==> config.mk <==
export PLATFORM = sky130hd
export DESIGN_NAME = user_io_spi_master_flat
export DESIGN_NICKNAME = d
export VERILOG_FILES = /design/src/rtl/user_io_spi_master_if.sv /design/src/rtl/user_io_spi_master.sv /design/src/flat_wrapper.sv
export SDC_FILE = /design/constraint.sdc
export NUM_CORES = 1
export LEC_CHECK = 0
export BUFFER_PORTS_ARGS = -buffer_cell sky130_fd_sc_hd__buf_2
export CORE_AREA = 2 2 97 99
export CTS_BUF_LIST = sky130_fd_sc_hd__clkbuf_4
export DETAILED_ROUTE_END_ITERATION = 10
export DIE_AREA = 0 0 99 101
export MAX_ROUTING_LAYER = met4
export PLACE_DENSITY = 0.75
export SLEW_MARGIN = 20
export SYNTH_ARGS = -nofsm -noshare
export SYNTH_HDL_FRONTEND = slang
export SYNTH_SLANG_ARGS = --single-unit
==> constraint.sdc <==
create_clock -name clk_sys -period 2.8 [get_ports clk_sys]
set_input_delay 0.28 -clock clk_sys [delete_from_list [all_inputs] [get_ports clk_sys]]
set_output_delay 0.28 -clock clk_sys [all_outputs]
set_load 0.03 [all_outputs]
==> src/rtl/user_io_spi_master_if.sv <==
// Signal bundle for user_io_spi_master.
// The "master" modport is the SPI master block itself: it takes transfer
// requests and MISO, and drives status, received data and the SPI pins.
// The "slave" modport is the surrounding logic that issues requests and
// plays the IO-controller side of the SPI link.
interface user_io_spi_master_if;
   logic        start;
   logic [7:0]  cmd;
   logic [31:0] tx_data;
   logic [2:0]  tx_len;
   logic [2:0]  rx_len;
   logic        busy;
   logic        done;
   logic [7:0]  rx_data;
   logic        rx_valid;
   logic        spi_sck;
   logic        spi_mosi;
   logic        spi_miso;
   logic        spi_ss_n;

   modport master (
      input  start, cmd, tx_data, tx_len, rx_len, spi_miso,
      output busy, done, rx_data, rx_valid, spi_sck, spi_mosi, spi_ss_n
   );

   modport slave (
      output start, cmd, tx_data, tx_len, rx_len, spi_miso,
      input  busy, done, rx_data, rx_valid, spi_sck, spi_mosi, spi_ss_n
   );
endinterface

==> src/rtl/user_io_spi_master.sv <==
// SPI master (mode 0, MSB first) for the MiST user_io command protocol.
// One transfer = command byte, 0..4 payload bytes, 0..7 read-back bytes,
// framed by a single active-low select. Every output is registered.
module user_io_spi_master #(
   parameter int CLK_DIV = 4
) (
   input  logic                  clk_sys,
   input  logic                  reset,
   user_io_spi_master_if.master  bus
);

   localparam int             CW     = $clog2(CLK_DIV);
   localparam logic [CW-1:0]  HC_MAX = CW'(CLK_DIV - 1);

   typedef enum logic [1:0] {
      S_IDLE,
      S_SHIFT,
      S_TAIL
   } state_t;

   state_t         state_q, state_d;
   logic [CW-1:0]  hcnt_q, hcnt_d;        // clk_sys cycles within an SCK half-period
   logic [6:0]     bit_cnt_q, bit_cnt_d;  // rising SCK edges seen so far
   logic [6:0]     total_q, total_d;      // bits in this transfer, 8..96
   logic [2:0]     tx_len_q, tx_len_d;    // clamped payload byte count
   logic [38:0]    tx_sr_q, tx_sr_d;      // bits still to go out after the current MOSI bit
   logic [6:0]     rx_sr_q, rx_sr_d;      // last seven MISO bits
   logic           sck_q, sck_d;
   logic           mosi_q, mosi_d;
   logic           ss_n_q, ss_n_d;
   logic           busy_q, busy_d;
   logic           done_q, done_d;
   logic           rx_valid_q, rx_valid_d;
   logic [7:0]     rx_data_q, rx_data_d;

   logic [2:0]     len_clamped;
   logic [31:0]    pay_mask;

   // Next-state and next-output logic for the whole transfer sequencer.
   // NOTE: every variable gets a default at the top so no path leaves one
   // unassigned, which would otherwise infer a latch.
   always_comb begin
      state_d    = state_q;
      hcnt_d     = hcnt_q;
      bit_cnt_d  = bit_cnt_q;
      total_d    = total_q;
      tx_len_d   = tx_len_q;
      tx_sr_d    = tx_sr_q;
      rx_sr_d    = rx_sr_q;
      sck_d      = sck_q;
      mosi_d     = mosi_q;
      ss_n_d     = ss_n_q;
      busy_d     = busy_q;
      done_d     = 1'b0;
      rx_valid_d = 1'b0;
      rx_data_d  = rx_data_q;

      // Payload lengths above four bytes behave as four; unused payload
      // bytes are zeroed so MOSI stays low once the payload is exhausted.
      len_clamped = (bus.tx_len > 3'd4) ? 3'd4 : bus.tx_len;
      case (len_clamped)
         3'd0:    pay_mask = 32'h0000_0000;
         3'd1:    pay_mask = 32'hFF00_0000;
         3'd2:    pay_mask = 32'hFFFF_0000;
         3'd3:    pay_mask = 32'hFFFF_FF00;
         default: pay_mask = 32'hFFFF_FFFF;
      endcase

      case (state_q)
         S_IDLE: begin
            if (bus.start) begin
               tx_len_d  = len_clamped;
               total_d   = {4'd1 + {1'b0, len_clamped} + {1'b0, bus.rx_len}, 3'b000};
               tx_sr_d   = {bus.cmd[6:0], bus.tx_data & pay_mask};
               mosi_d    = bus.cmd[7];
               ss_n_d    = 1'b0;
               busy_d    = 1'b1;
               sck_d     = 1'b0;
               hcnt_d    = '0;
               bit_cnt_d = '0;
               state_d   = S_SHIFT;
            end
         end

         S_SHIFT: begin
            if (hcnt_q == HC_MAX) begin
               hcnt_d = '0;
               sck_d  = ~sck_q;
               if (!sck_q) begin
                  // Rising SCK: sample MISO; a byte completing past the
                  // command and payload is a read-back byte.
                  rx_sr_d   = {rx_sr_q[5:0], bus.spi_miso};
                  bit_cnt_d = bit_cnt_q + 7'd1;
                  if (bit_cnt_q[2:0] == 3'd7 && bit_cnt_q[6:3] > {1'b0, tx_len_q}) begin
                     rx_data_d  = {rx_sr_q, bus.spi_miso};
                     rx_valid_d = 1'b1;
                  end
               end else if (bit_cnt_q == total_q) begin
                  // Falling SCK after the last bit: park MOSI low and
                  // keep select asserted for one more half-period.
                  mosi_d  = 1'b0;
                  state_d = S_TAIL;
               end else begin
                  mosi_d  = tx_sr_q[38];
                  tx_sr_d = {tx_sr_q[37:0], 1'b0};
               end
            end else begin
               hcnt_d = hcnt_q + 1'b1;
            end
         end

         S_TAIL: begin
            if (hcnt_q == HC_MAX) begin
               hcnt_d  = '0;
               ss_n_d  = 1'b1;
               busy_d  = 1'b0;
               done_d  = 1'b1;
               state_d = S_IDLE;
            end else begin
               hcnt_d = hcnt_q + 1'b1;
            end
         end

         default: state_d = S_IDLE;
      endcase
   end

   // State and output registers; reset forces the bus to its idle levels at once.
   // NOTE: sequential state uses non-blocking assignments so every register
   // samples the pre-edge value of every other register.
   always_ff @(posedge clk_sys or posedge reset) begin
      if (reset) begin
         state_q    <= S_IDLE;
         hcnt_q     <= '0;
         bit_cnt_q  <= '0;
         total_q    <= '0;
         tx_len_q   <= '0;
         tx_sr_q    <= '0;
         rx_sr_q    <= '0;
         sck_q      <= 1'b0;
         mosi_q     <= 1'b0;
         ss_n_q     <= 1'b1;
         busy_q     <= 1'b0;
         done_q     <= 1'b0;
         rx_valid_q <= 1'b0;
         rx_data_q  <= 8'h00;
      end else begin
         state_q    <= state_d;
         hcnt_q     <= hcnt_d;
         bit_cnt_q  <= bit_cnt_d;
         total_q    <= total_d;
         tx_len_q   <= tx_len_d;
         tx_sr_q    <= tx_sr_d;
         rx_sr_q    <= rx_sr_d;
         sck_q      <= sck_d;
         mosi_q     <= mosi_d;
         ss_n_q     <= ss_n_d;
         busy_q     <= busy_d;
         done_q     <= done_d;
         rx_valid_q <= rx_valid_d;
         rx_data_q  <= rx_data_d;
      end
   end

   assign bus.busy     = busy_q;
   assign bus.done     = done_q;
   assign bus.rx_valid = rx_valid_q;
   assign bus.rx_data  = rx_data_q;
   assign bus.spi_sck  = sck_q;
   assign bus.spi_mosi = mosi_q;
   assign bus.spi_ss_n = ss_n_q;

endmodule

==> src/flat_wrapper.sv <==
// flat-port wrapper written by rule: the top's interface ports become plain ports
module user_io_spi_master_flat 
#(
   parameter int CLK_DIV = 4
)
  (clk_sys, reset, bus_start, bus_cmd, bus_tx_data, bus_tx_len, bus_rx_len, bus_spi_miso, bus_busy, bus_done, bus_rx_data, bus_rx_valid, bus_spi_sck, bus_spi_mosi, bus_spi_ss_n);
  user_io_spi_master_if bus_i ();
  input  logic clk_sys;
  input  logic reset;
  input wire logic [$bits(bus_i.start)-1:0] bus_start;
  input wire logic [$bits(bus_i.cmd)-1:0] bus_cmd;
  input wire logic [$bits(bus_i.tx_data)-1:0] bus_tx_data;
  input wire logic [$bits(bus_i.tx_len)-1:0] bus_tx_len;
  input wire logic [$bits(bus_i.rx_len)-1:0] bus_rx_len;
  input wire logic [$bits(bus_i.spi_miso)-1:0] bus_spi_miso;
  output wire logic [$bits(bus_i.busy)-1:0] bus_busy;
  output wire logic [$bits(bus_i.done)-1:0] bus_done;
  output wire logic [$bits(bus_i.rx_data)-1:0] bus_rx_data;
  output wire logic [$bits(bus_i.rx_valid)-1:0] bus_rx_valid;
  output wire logic [$bits(bus_i.spi_sck)-1:0] bus_spi_sck;
  output wire logic [$bits(bus_i.spi_mosi)-1:0] bus_spi_mosi;
  output wire logic [$bits(bus_i.spi_ss_n)-1:0] bus_spi_ss_n;
  assign bus_i.start = bus_start;
  assign bus_i.cmd = bus_cmd;
  assign bus_i.tx_data = bus_tx_data;
  assign bus_i.tx_len = bus_tx_len;
  assign bus_i.rx_len = bus_rx_len;
  assign bus_i.spi_miso = bus_spi_miso;
  assign bus_busy = bus_i.busy;
  assign bus_done = bus_i.done;
  assign bus_rx_data = bus_i.rx_data;
  assign bus_rx_valid = bus_i.rx_valid;
  assign bus_spi_sck = bus_i.spi_sck;
  assign bus_spi_mosi = bus_i.spi_mosi;
  assign bus_spi_ss_n = bus_i.spi_ss_n;
  user_io_spi_master #(.CLK_DIV(CLK_DIV)) u_core (.clk_sys(clk_sys), .reset(reset), .bus(bus_i));
endmodule
**Word-level counts from Yosys, hierarchy flattened**

Cells that the tools add are included.

- Add/sub/neg operators: 4
- Muxes and demuxes: 39
- Reduce and logical (&&, ||, !) cells: 17
- Eq/ne operators: 15
- $lt $le $gt $ge: 2
- Bitwise operators: 2

Operators with widths:

| cell | number |
|---|---|
| 2-to-1 mux 39 bit | 4 |
| case mux 32 bit (4 select lines) | 1 |
| case mux 39 bit (2 select lines) | 1 |
| bitwise AND 32 bit | 1 |
| 2-to-1 mux 7 bit | 3 |
| 2-to-1 mux 1 bit | 15 |
| 2-to-1 mux 2 bit | 7 |
| case mux 7 bit (2 select lines) | 1 |
| AND reduction 4 bit | 3 |
| AND reduction 5 bit | 2 |
| AND reduction 3 bit | 3 |
| != test 2 x 1 -> 1 bit (second input constant) | 4 |
| case mux 1 bit (2 select lines) | 4 |
| adder 7 x 1 -> 7 bit (second input constant) | 1 |
| equality test 7 bit | 1 |
| equality test 3 x 2 -> 1 bit (second input constant) | 2 |
| != test 2 bit (second input constant) | 3 |
| case mux 2 bit (3 select lines) | 1 |
| nonzero test 2 bit | 3 |
| adder 1 x 3 -> 4 bit (first input constant) | 1 |
| adder 4 x 3 -> 4 bit | 1 |
| equality test 2 bit (second input constant) | 2 |
| > comparator 4 x 3 -> 1 bit | 1 |
| case mux 2 bit (2 select lines) | 1 |
| 12 further kinds | 13 |

- Word-level logic and storage cells: 93
- Input bits: 50
- Register bits: 78
- Output and inout port bits: 14

**Logic depth before layout (Yosys ltp)**

- Depth after elaboration: 7
- Depth in mapped cells: 9
- Gate-level depth less buffers: 7

**Least setup slack after synthesis**

No wires, ideal clock.

- Path type: register to register
- Start: reg u_core.bit_cnt_q[4]
- End: reg u_core.rx_data_q[0], in the netlist u_core.bus.rx_data[0]
- Setup slack: 0.978 ns
- Cell stages (with the launch flop): 7
- Clock period less this slack: 1.822 ns
- Required time: 2.675 ns
- Path buffers: 0
- Arrival: 1.697 ns
- Library setup time: 0.125 ns
- Cells stage by stage: dfrtp_1 -> ha_1 -> nor2b_1 -> o21ai_0 -> a32oi_1 -> o21ai_4 -> mux2_4

- Longest elaborated chain between the ends: 3

RTL lines:

| item | RTL line | text |
|---|---|---|
| from (decl) | user_io_spi_master.sv:23 | `logic [6:0] bit_cnt_q, bit_cnt_d;` |
| from (signal assigned) | user_io_spi_master.sv:150 | `bit_cnt_q <= bit_cnt_d;` |
| > comparator 4 x 3 -> 1 bit | user_io_spi_master.sv:94 | `if (bit_cnt_q[2:0] == 3'd7 && bit_cnt_q[6:3] > {1'b0, tx_len_q}) begin` |
| logical AND 1 bit | user_io_spi_master.sv:94 |  |
| AND reduction 4 bit (no line) | -- |  |
| to (signal assigned) | user_io_spi_master.sv:161 | `rx_data_q <= rx_data_d;` |
| to (decl) | user_io_spi_master.sv:34 | `logic [7:0] rx_data_q, rx_data_d;` |

Every way passes these cells.
A chain may end at the register's enable or synchronous reset.

**Worst setup path in the final report**

- Start: reg u_core.state_q[0]
- End: reg u_core.tx_sr_q[6]

- Longest elaborated chain between the ends: 3
- Elaborated cells on any way between the ends: 9
- Classes of those cells: eq/ne (5); mux (1); reduce/logical (3)

RTL lines:

| item | RTL line | text |
|---|---|---|
| from (decl) | user_io_spi_master.sv:21 | `state_t state_q, state_d;` |
| from (signal assigned) | user_io_spi_master.sv:148 | `state_q <= state_d;` |
| equality test 2 x 1 -> 1 bit or zero test 2 bit (tied branches) | user_io_spi_master.sv:69 | `case (state_q)` |
| != test 2 x 1 -> 1 bit (no line), or another cell as far along | -- |  |
| AND reduction 5 bit (no line) | -- |  |
| to (signal assigned) | user_io_spi_master.sv:153 | `tx_sr_q <= tx_sr_d;` |
| to (decl) | user_io_spi_master.sv:26 | `logic [38:0] tx_sr_q, tx_sr_d;` |

Several ways; a longest one is shown, not always the timed one.

==> results.tsv <==
metric	value	unit
finalWeightedCongestion	0.867	
htree_num_levels	3	
design.final.nets	478	
power.clock.fraction	13.0	%
placedCellCount	514	
clock-sinks	78	
num_rows	35	
start_util	42.0	%
timing_worst_slew_pin_value	0.899	ns
io_buffer_count	63	
combPwrFrac	45.5	%
core_region_area	8980	um^2
synthToLayoutAreaGrowth	13.6	%
power_switching_share	41.5	%
report.final.slew_viol_count	0	
finalSetupViolations	0	
grt_overflow	0	
first_pass_grt_wire_length	12700	um
timing.rr.start	u_core.state_q[0]	
post_synthesis_cell_area	3770	um^2
hold_viol_final	0	
holdBufCountCts	0	
fillers	815	
cts-resized-gates	0	
cts_post_setup_buffers_inserted	0	
r2r_slack	0.48	ns
crit_path_max_fanout	50	
timing.critical_path.from	u_core.state_q[0]	
leak_pwr	2.01	nW
cts_buffers	9	
vias_in_the_first_global_route	2748	
rsz_0062_raised_after_global_routing	no	
achievable_clock_frequency	0.430	GHz
final_core_utilization	47.7	%
timing.reg2reg.worst_path_depth	8	
worstHoldPathType	in -> async	
final.min_clock_period	2.32	ns
yosys_warning_count	0	
detailedRoute.firstIterationViolations	173	
remaining_drc_errors	0	
cts.clk_slew.worst_paths	0.13	ns
finalNonFillerCells	529	
first_pass_drt_iterations	4	
synth.avg_cell_area	10.7	um^2
deepest_clock_path_buffer_count	2	
clk_latency	0.42	ns
synthesis.nets	416	
crit_arrival	2.68	ns
via_per_inst	5.40	
setup_clock_skew_after_layout	0.0162	ns
power_frac_seq	41.4	%
floorplan.io_pins	64	
cts_root_buf	sky130_fd_sc_hd__clkbuf_4	
die_outline_area	10000	um^2
half_perimeter_wire_length_of_the_detailed_placement_result	5370	um
syn_inst	352	
run_status	complete, no violations	
finalWirelength	7510	um
synth.yosys.seq_area_share	51.8	%
routed-via-count	2858	
critical_path.startpoint_type	flop	
net-switching-power	1.81	mW
power.density	1020	nW/um^2
tritoncts_clock_tree	built	
insertedDiodeCount	0	
antenna_found_initial	0	
slew-limit-headroom	40.0	%
cp_data_required_time	3.16	ns
route.antenna.remaining_nets	0	
synth_top_cell_area_share	51.1	%
gr-usage-all-layers	16.3	%
routed_wire_length_per_instance	14.2	um
grt_max_degree	53	
post_synth_main_area_contributors	sky130_fd_sc_hd__dfrtp_1 51%, sky130_fd_sc_hd__a21oi_1 6.2%, sky130_fd_sc_hd__a22oi_1 6.2%	
worst_setup_path_end_kind	flop	
synth_cell_type_count	45	
classification_of_the_worst_setup_path	reg -> reg	
finalCritPeriodShare	83.0	%
die_h	101	um
setup_tns	0	ns
chipWidth	99	um
crit-reg2reg-capture	u_core.tx_sr_q[6]	
worst_ir_drop_vdd	0.697	mV
synth_area_leader_cell	sky130_fd_sc_hd__dfrtp_1	
p_int	2.55	mW
maxCapViolCount	0	
synth-seq-cells	78	
layout-drive-gt1-share	27.8	%
==> per-stage QoR <==
stage	instance area, um^2	power [mW]	hold slack [ns]	worst slack, ns
floorplan	3770	3.41	0.417	0.527
global placement	4180	3.70	0.480	0.643
detailed placement	4180	3.81	0.491	0.511
CTS	4280	4.38	0.0265	0.489
global route	4280	4.74	0.0522	0.248
finish	4280	4.36	0.0111	0.475
==> routing by layer <==
metal / vias to the layer above / part of all wire [%] / global-route usage [%] / wire length, um
met1: 1366 / 44 / 20.9 / 3330
li1: 1389 / - / - / -
met3: 20 / 5.7 / 5.06 / 425
met4: 0 / 2.4 / 4.85 / 181
met2: 83 / 48 / 25.1 / 3570
met5: - / 0 / - / 0
==> worst max-delay path: stages (launching register included) <==
cell and delay [ns]:
sky130_fd_sc_hd__dfrtp_1 0.42, sky130_fd_sc_hd__inv_1 0.09, sky130_fd_sc_hd__ha_1 0.28, sky130_fd_sc_hd__mux2i_1 0.19, sky130_fd_sc_hd__a21oi_2 0.16, sky130_fd_sc_hd__a21boi_4 0.40
sky130_fd_sc_hd__buf_4 0.48, sky130_fd_sc_hd__nor2_1 0.10, sky130_fd_sc_hd__a21oi_1 0.13
==> cells by family after synthesis <==
family          share of synthesized area (%)
fa+ha+maj                                4.85
simple gates                             10.8
xor+xnor                                 1.63
mux                                      7.30
compound gates                           19.6
buf+inv                                  4.08
flops                                    51.8
==> Yosys cell counts <==
| cell type | n |
|---|---|
| sky130_fd_sc_hd__nor2_4 | 1 |
| sky130_fd_sc_hd__buf_4 | 3 |
| sky130_fd_sc_hd__nand2b_1 | 4 |
| sky130_fd_sc_hd__nor2_1 | 46 |
| sky130_fd_sc_hd__o21ai_4 | 1 |
| sky130_fd_sc_hd__o2bb2ai_1 | 2 |
| sky130_fd_sc_hd__xor2_1 | 4 |
| sky130_fd_sc_hd__inv_1 | 14 |
| sky130_fd_sc_hd__nor3_2 | 2 |
| sky130_fd_sc_hd__a22oi_1 | 31 |
| sky130_fd_sc_hd__or2_1 | 2 |
| sky130_fd_sc_hd__a21boi_2 | 1 |
| sky130_fd_sc_hd__a21bo_2 | 1 |
| sky130_fd_sc_hd__nor2b_1 | 3 |
| sky130_fd_sc_hd__a32o_1 | 2 |
| sky130_fd_sc_hd__buf_1 | 1 |
| sky130_fd_sc_hd__nor3_1 | 3 |
| sky130_fd_sc_hd__mux2i_1 | 2 |
| sky130_fd_sc_hd__a21oi_2 | 1 |
| sky130_fd_sc_hd__nand2_1 | 13 |
| sky130_fd_sc_hd__and2_1 | 1 |
| sky130_fd_sc_hd__nand2_2 | 1 |
| sky130_fd_sc_hd__dfstp_2 | 1 |
| sky130_fd_sc_hd__mux2_4 | 8 |
| sky130_fd_sc_hd__o21ai_0 | 9 |
| sky130_fd_sc_hd__nor3b_1 | 1 |
| sky130_fd_sc_hd__ha_1 | 13 |
| sky130_fd_sc_hd__clkbuf_1 | 5 |
| sky130_fd_sc_hd__nor4_4 | 1 |
| sky130_fd_sc_hd__a21o_1 | 3 |
| sky130_fd_sc_hd__inv_2 | 1 |
| sky130_fd_sc_hd__a32oi_1 | 2 |
| sky130_fd_sc_hd__xnor2_1 | 3 |
| sky130_fd_sc_hd__nor4b_2 | 1 |
| sky130_fd_sc_hd__o22ai_1 | 10 |
| sky130_fd_sc_hd__buf_2 | 6 |
| sky130_fd_sc_hd__nand3_1 | 5 |
| sky130_fd_sc_hd__a21oi_1 | 47 |
| sky130_fd_sc_hd__mux2_2 | 12 |
| sky130_fd_sc_hd__a21boi_0 | 1 |
| sky130_fd_sc_hd__fa_1 | 1 |
| sky130_fd_sc_hd__buf_6 | 2 |
| sky130_fd_sc_hd__o21ai_1 | 1 |
| sky130_fd_sc_hd__a22o_1 | 3 |
| sky130_fd_sc_hd__dfrtp_1 | 77 |
==> registers in the layout, summed over array words and instances (netlist names) <==
signal and flops:
u_core.tx_sr_q 39, u_core.tx_len_q 3, u_core.bus.rx_valid 1, u_core.bus.done 1, u_core.bus.spi_ss_n 1, u_core.state_q 2, u_core.rx_sr_q 7, u_core.bus.spi_mosi 1
u_core.hcnt_q 2, u_core.bus.rx_data 8, u_core.bus.busy 1, u_core.bit_cnt_q 7, u_core.bus.spi_sck 1, u_core.total_q 4
==> cell type report <==
cell class	count	area, um^2	area share, %
tap	111	139	3.24
sequential	78	1950	45.6
clock buffer	11	82.6	1.93
clock inverter	4	25.0	0.584
multi-input combinational	242	1670	39.1
timing repair buffer	68	353	8.24
inverter	15	57.6	1.34
==> how the worst max path moves through the flow <==
| stage | to | slack, ns | cells past startpoint |
|---|---|---|---|
| floorplan | u_core.bit_cnt_q[0] | 0.53 | 1 |
| global placement | u_core.tx_sr_q[5] | 0.64 | 8 |
| finish | u_core.tx_sr_q[6] | 0.48 | 8 |
| CTS | u_core.tx_sr_q[6] | 0.49 | 8 |
| global route | u_core.tx_sr_q[6] | 0.25 | 8 |
| detailed placement | u_core.tx_sr_q[6] | 0.51 | 8 |
==> power groups by stage <==
stage	sequential (mW)	combinational, mW	clock (mW)
finish	1.80	1.98	0.568
detailed placement	1.82	1.99	0
floorplan	1.78	1.63	0
global route	1.86	2.24	0.638
CTS	1.80	1.99	0.588
global placement	1.81	1.89	0
==> placed cells by master, fill, tap and decap left out, drive strengths merged, types with 3 or more instances in the layout <==
master   n
clkinv   4
a21o     3
nand2b   4
a21oi   48
o22ai   10
mux2    20
nor2b    3
ha      13
xor2     4
xnor2    3
dfrtp   77
o21ai   11
clkbuf  11
a22oi   31
inv     14
nand3    5
nor2    47
buf     68
nand2   14
a22o     3
nor3     5
Note: power is estimated with default switching activity, not from simulation.
